==> src/rtl/oversampler_mc.sv <==
// Multichannel oversampler. An internal divider strobes a capture every SAMPLE_COUNT cycles.
// Each channel sums 2^RATIO_LOG2 captures per block. The block sum is shifted down to
// OUT_WIDTH bits, which keeps EXTRA_BITS of added resolution, with optional round-half-up.
module oversampler_mc #(
  parameter int unsigned IN_WIDTH     = 12,
  parameter int unsigned N_CHANNELS   = 2,
  parameter int unsigned RATIO_LOG2   = 3,
  parameter int unsigned EXTRA_BITS   = 1,
  parameter int unsigned SAMPLE_COUNT = 128
) (
  input  logic                                      clk_100mhz,
  input  logic                                      rst_n,
  input  logic                                      enable,
  input  logic                                      round_en,
  input  logic [N_CHANNELS*IN_WIDTH-1:0]            data_in,
  output logic [N_CHANNELS*(IN_WIDTH+EXTRA_BITS)-1:0] data_out,
  output logic                                      data_valid,
  output logic                                      sample_trigger
);

  localparam int unsigned OutWidth = IN_WIDTH + EXTRA_BITS;
  localparam int unsigned Shift    = RATIO_LOG2 - EXTRA_BITS;
  localparam int unsigned AccWidth = IN_WIDTH + RATIO_LOG2;
  localparam int unsigned DivWidth = $clog2(SAMPLE_COUNT);

  localparam logic [DivWidth-1:0]   DivMax    = DivWidth'(SAMPLE_COUNT - 1);
  localparam logic [RATIO_LOG2-1:0] CntMax    = {RATIO_LOG2{1'b1}};
  // Half an output LSB. This is zero when Shift is 0, so rounding then has no effect.
  localparam logic [AccWidth:0]     RoundHalf = (AccWidth + 1)'((1 << Shift) >> 1);

  logic [DivWidth-1:0]                    div_q, div_d;
  logic [RATIO_LOG2-1:0]                  cnt_q, cnt_d;
  logic [N_CHANNELS-1:0][AccWidth-1:0]    acc_q, acc_d;
  logic [N_CHANNELS-1:0][OutWidth-1:0]    dout_q, dout_d;
  logic                                   trig_q, trig_d;
  logic                                   valid_q, valid_d;

  logic [N_CHANNELS-1:0][AccWidth:0]      sum_c;
  logic [N_CHANNELS-1:0][AccWidth:0]      sum_shr;
  logic [N_CHANNELS-1:0][OutWidth-1:0]    block_res;
  logic                                   unused_hi;

  // Final sum of the block, including the current sample. This value is only used on the
  // last strobe of a block.
  always_comb begin
    unused_hi = 1'b0;
    for (int ch = 0; ch < int'(N_CHANNELS); ch++) begin
      sum_c[ch]     = {1'b0, acc_q[ch]}
                    + (AccWidth + 1)'(data_in[ch*IN_WIDTH +: IN_WIDTH])
                    + (round_en ? RoundHalf : '0);
      sum_shr[ch]   = sum_c[ch] >> Shift;
      block_res[ch] = sum_shr[ch][OutWidth-1:0];
      // These upper bits are always zero because the result fits in OutWidth.
      unused_hi     = unused_hi ^ (^sum_shr[ch][AccWidth:OutWidth]);
    end
  end

  // Next-state logic for the divider, the sample counter, the accumulators and the outputs.
  always_comb begin
    div_d   = div_q;
    cnt_d   = cnt_q;
    acc_d   = acc_q;
    dout_d  = dout_q;
    trig_d  = 1'b0;
    valid_d = 1'b0;
    if (!enable) begin
      // Halt and discard any partial block. data_out keeps its last value.
      div_d = '0;
      cnt_d = '0;
      acc_d = '0;
    end else begin
      if (div_q == DivMax) begin
        div_d  = '0;
        trig_d = 1'b1;
      end else begin
        div_d = div_q + DivWidth'(1);
      end
      if (trig_q) begin
        if (cnt_q == CntMax) begin
          dout_d  = block_res;
          acc_d   = '0;
          cnt_d   = '0;
          valid_d = 1'b1;
        end else begin
          for (int ch = 0; ch < int'(N_CHANNELS); ch++) begin
            acc_d[ch] = acc_q[ch] + AccWidth'(data_in[ch*IN_WIDTH +: IN_WIDTH]);
          end
          cnt_d = cnt_q + RATIO_LOG2'(1);
        end
      end
    end
  end

  // State registers. Reset is asynchronous and clears everything, including data_out.
  always_ff @(posedge clk_100mhz or negedge rst_n) begin
    if (!rst_n) begin
      div_q   <= '0;
      cnt_q   <= '0;
      acc_q   <= '0;
      dout_q  <= '0;
      trig_q  <= 1'b0;
      valid_q <= 1'b0;
    end else begin
      div_q   <= div_d;
      cnt_q   <= cnt_d;
      acc_q   <= acc_d;
      dout_q  <= dout_d;
      trig_q  <= trig_d;
      valid_q <= valid_d;
    end
  end

  assign data_out       = dout_q;
  assign data_valid     = valid_q;
  assign sample_trigger = trig_q;

endmodule
==> config.mk <==
export PLATFORM = sky130hd
export DESIGN_NAME = oversampler_mc
export DESIGN_NICKNAME = d
export VERILOG_FILES = /design/src/rtl/oversampler_mc.sv
export SDC_FILE = /design/constraint.sdc
export NUM_CORES = 1
export LEC_CHECK = 0
export CORE_ASPECT_RATIO = 2
export CORE_UTILIZATION = 40
export DETAILED_ROUTE_END_ITERATION = 10
export PLACE_DENSITY = 0.61
export SETUP_SLACK_MARGIN = 0.02
export SLEW_MARGIN = 20
export SYNTH_ARGS = -nofsm -noshare
export SYNTH_HDL_FRONTEND = slang
export SYNTH_SLANG_ARGS = --single-unit
export TNS_END_PERCENT = 30
==> constraint.sdc <==
create_clock -name clk_100mhz -period 3.33 [get_ports clk_100mhz]
set_input_delay 0.666 -clock clk_100mhz [delete_from_list [all_inputs] [get_ports clk_100mhz]]
set_output_delay 0.666 -clock clk_100mhz [all_outputs]
set_load 0.01 [all_outputs]
==> PnR_summary.wiki <==
{| class="wikitable"
! Metric !! Value
|-
| Status || complete, no violations
|-
| Vias/cell || about 5.4
|-
| Global-route wire length before repair || 21,000 µm
|-
| # hold bufs at CTS || 0
|-
| Min Tclk post-route || roughly 3.1 ns
|-
| Sequential area share after synthesis || between 30% and 40%
|-
| Category of the most critical setup path || primary input to flop
|-
| Unique masters post-synth || 59
|-
| Combined area of all synthesized cells || approximately 5200 µm²
|-
| Die height || between 150 and 200 µm
|-
| Final worst clock skew || just under 0.006 ns
|-
| Total nets after synthesis || approximately 670
|-
| Slew margin rel. || a little under three fifths
|-
| Leading cell type in the layout, fill and taps excluded || sky130_fd_sc_hd__nand2_1
|-
| Synth area leaders || sky130_fd_sc_hd__dfrtp_1 (33%), sky130_fd_sc_hd__ha_1 (12%), sky130_fd_sc_hd__fa_1 (9.3%), sky130_fd_sc_hd__nand2_1 (5.6%), sky130_fd_sc_hd__o21ai_0 (5.0%)
|-
| Antenna Nets Post-Route || 0
|-
| Data arrival time at the worst-slack endpoint || 3.34 ns
|-
| Achievable clock frequency || around 320 MHz
|-
| Most instantiated flip-flop cell in the synthesis netlist || sky130_fd_sc_hd__dfrtp_1
|-
| Number of nets in the layout || roughly 740
|-
| Most used cell, CP || sky130_fd_sc_hd__fa_1
|-
| Area occupied by multi-input gates || around 3200 µm²
|-
| DRC violation count after routing || 0
|-
| Yosys warnings || 0
|-
| Mean Syn Cell Area || approximately 9.1 µm²
|-
| Sequential cell area in the final layout || about 1700 µm²
|-
| Fraction of final layout cells sized beyond drive strength 1 || a little under 8%
|-
| Vias in the first global route || between 4,000 and 5,000
|-
| Quantity of gates resized following cts || 0
|-
| Number of vias in the routed layout || 4,256
|-
| Cts bufs inserted || 9
|-
| Synthesized netlist cell count || roughly 570
|-
| Area share of the largest cell type after synthesis || approximately 33%
|-
| Initial detailed-routing violation count || approximately 180
|-
| Setup WS pre-CTS || -0.268 ns
|-
| Maximum buffer depth of the clock tree || 2
|-
| Maximum ir drop on the vdd rail || between 200 and 300 µV
|-
| PwrDens || between 300 and 400 nW/µm²
|-
| CTS clk-pin slew, worst paths || 0.05 ns
|-
| Area of the core || around 13,000 µm²
|-
| Worst setup startpoint || round_en
|-
| Nature of the critical path endpoint || flop
|-
| Number of max-slew violations in the final report || 0
|-
| Leakage power || roughly 0.0029 µW
|-
| Cell with the biggest individual delay on the critical path || sky130_fd_sc_hd__fa_1
|-
| Clock Tree Root || sky130_fd_sc_hd__clkbuf_16
|-
| Effective utilization at floorplan || around two fifths
|-
| Total detailed-routing wirelength || roughly 13,000 µm
|-
| Type of element launching the critical path || primary input
|-
| Count of antenna diodes in the layout || 0
|-
| Number of maximum-capacitance constraint violations || 0
|-
| Die Footprint || 13,400 µm²
|-
| Required time of the worst setup path || ~3.5 ns
|-
| Overflow left after global routing || 0
|-
| Number of rows created at floorplan || 58
|-
| Setup slack after layout || just under 0.2 ns
|-
| Estimated wirelength of the detail-placed design || between 10,000 and 15,000 µm
|-
| Worst-margin pin slew || between 0.6 and 0.7 ns
|-
| Mean routed wirelength per cell || roughly 16 µm
|-
| GRT Resource Usage Total || a little over a fifth
|-
| Detailed Routing Iterations Pass 1 || 4
|-
| Syn-to-layout area delta || 22.4%
|-
| Postcts setup bufs || 0
|-
| Placer congestion estimate || between 0.8 and 0.9
|-
| Overall die width || between 80 and 90 µm
|-
| Flop and latch count out of synthesis || 68
|-
| Setup repair after global routing missed its margin || false
|-
| Critical Path Fanout Max || 2
|-
| TritonCTS clock tree || done
|-
| Antenna violations before repair || 0
|-
| Final-layout fill cell count || roughly 1,200
|-
| Clk sink count || 68
|-
| Share of flip-flops with an asynchronous set or reset || 100%
|-
| Final hold viol count || 0
|-
| Area leader, netlist || sky130_fd_sc_hd__dfrtp_1
|-
| Biggest cell delay along the critical path || between 0.5 and 0.6 ns
|-
| Placed cells || between 700 and 800
|-
| Post-route insts no fill || 791
|-
| Final worst-path cycle share || between 90% and 100%
|-
| Total Power || about 2000 µW
|-
| Hold slack || roughly 0.35 ns
|-
| Leading cell types in the layout, fill and taps excluded || sky130_fd_sc_hd__nand2_1 (77), sky130_fd_sc_hd__dfrtp_1 (68), sky130_fd_sc_hd__inv_1 (54), sky130_fd_sc_hd__clkdlybuf4s50_1 (54), sky130_fd_sc_hd__o21ai_0 (51)
|-
| Largest net degree at the start of global routing || 32
|-
| Total negative setup slack || 0 ns
|-
| Top-level I/O count || 56
|-
| Count of buffers from port buffering || between 50 and 60
|-
| Setup violations, final || 0
|-
| Clk_lat worst skew || 0.34 ns
|-
| Cell-by-cell trace of the critical path || clkdlybuf4s50_1, inv_1, fa_1, and2b_1, fa_1, nor2b_1, o21ai_2, a31oi_2, a311oi_2, xnor2_1, o21ai_1
|-
| Startpoint of the worst register-to-register path || acc_q[1]
|-
| CTS H-tree depth || 3
|-
| Number of synthesized flops with an enable pin || 0
|-
| Tightest Hold Check Type || primary input to async pin
|}
-- metrics by stage --
| step | area [µm²] | utilization, % |
|---|---|---|
| after global placement | 6020 | 47.9 |
| final | 6330 | 50.4 |
| after global routing | 6330 | 50.4 |
| after CTS | 6310 | 50.2 |
| after detailed placement | 6020 | 47.9 |
| after floorplan | 5170 | - |
-- logic make-up after synthesis --
logic type | after synthesis | share of synthesized area, %
xor+xnor | 42 | 7.12
compound gates | 143 | 17.9
flops | 68 | 32.9
mux | 4 | 0.775
fa+ha+maj | 73 | 21.2
buf+inv | 72 | 5.25
simple gates | 164 | 14.9
-- cells in the mapped netlist, drive strengths merged (2+ instances only) --
library cell,number
mux2i,4
xor2,23
nand3,10
xnor2,19
a311oi,2
nor2b,6
inv,54
o21ai,56
ha,49
a21oi,24
and3,4
o21a,2
clkbuf,16
nand2,77
nor3b,4
o211ai,3
and2,4
a21o,8
nand4,4
a31oi,12
and2b,2
fa,24
o311ai,3
a22o,2
o21bai,3
o211a,2
o2111ai,3
nor4,4
a211oi,2
dfrtp,68
o31ai,3
a21boi,4
nand3b,3
nor2,28
a41oi,2
a221oi,3
or3,4
nor3,7
o31a,4
-- final timing paths --
path,endpoint,slack [ns],cells after the start
min,data_out[6],0.35,1
max in group asynchronous,acc_q[4],2.17,2
min reg2reg,div_q[0],0.46,1
max,data_out[11],0.20,11
max reg2reg,data_out[11],0.68,10
min in group clk_100mhz,div_q[0],0.46,1
-- worst max-delay path: cells and delay by family --
family / cells / cell delay (ns)
XOR/XNOR: 1 / 0.16
adder cells (fa/ha/maj): 2 / 0.92
AO/OA/AOI/OAI: 4 / 0.68
buffers and inverters: 2 / 0.56
AND/OR/NAND/NOR: 2 / 0.36
-- where the power goes --
part	switching (µW)	leakage (µW)	internal (µW)
registers	2.34	0.000948	830
logic	116	0.00179	86.6
clock network	347	0.000145	611
-- sequential cells by signal, indices dropped and copies added (netlist names) --
signal          cells
sample_trigger      1
cnt_q               3
div_q               7
data_out           26
acc_q              30
data_valid          1
-- final cells by class --
cell class / instances / share of cell area (%)
well taps: 150 / 2.97
flip-flops and latches: 68 / 26.9
multi-input cells: 426 / 50.9
repair buffers: 78 / 11.4
clock buffers: 12 / 4.05
clock inverters: 2 / 0.554
inverters: 55 / 3.26
-- routing by layer --
metal | wire [µm] | share of wire (%) | vias to the layer above | GRT usage, %
met5 | 0 | 0 | - | 0
met4 | 631 | 5.0 | 0 | 13.2
met3 | 317 | 2.5 | 38 | 2.75
met2 | 7100 | 56 | 79 | 39.2
met1 | 4650 | 37 | 2050 | 20.5
li1 | - | - | 2089 | -
Note: power is estimated with default switching activity, not from simulation.
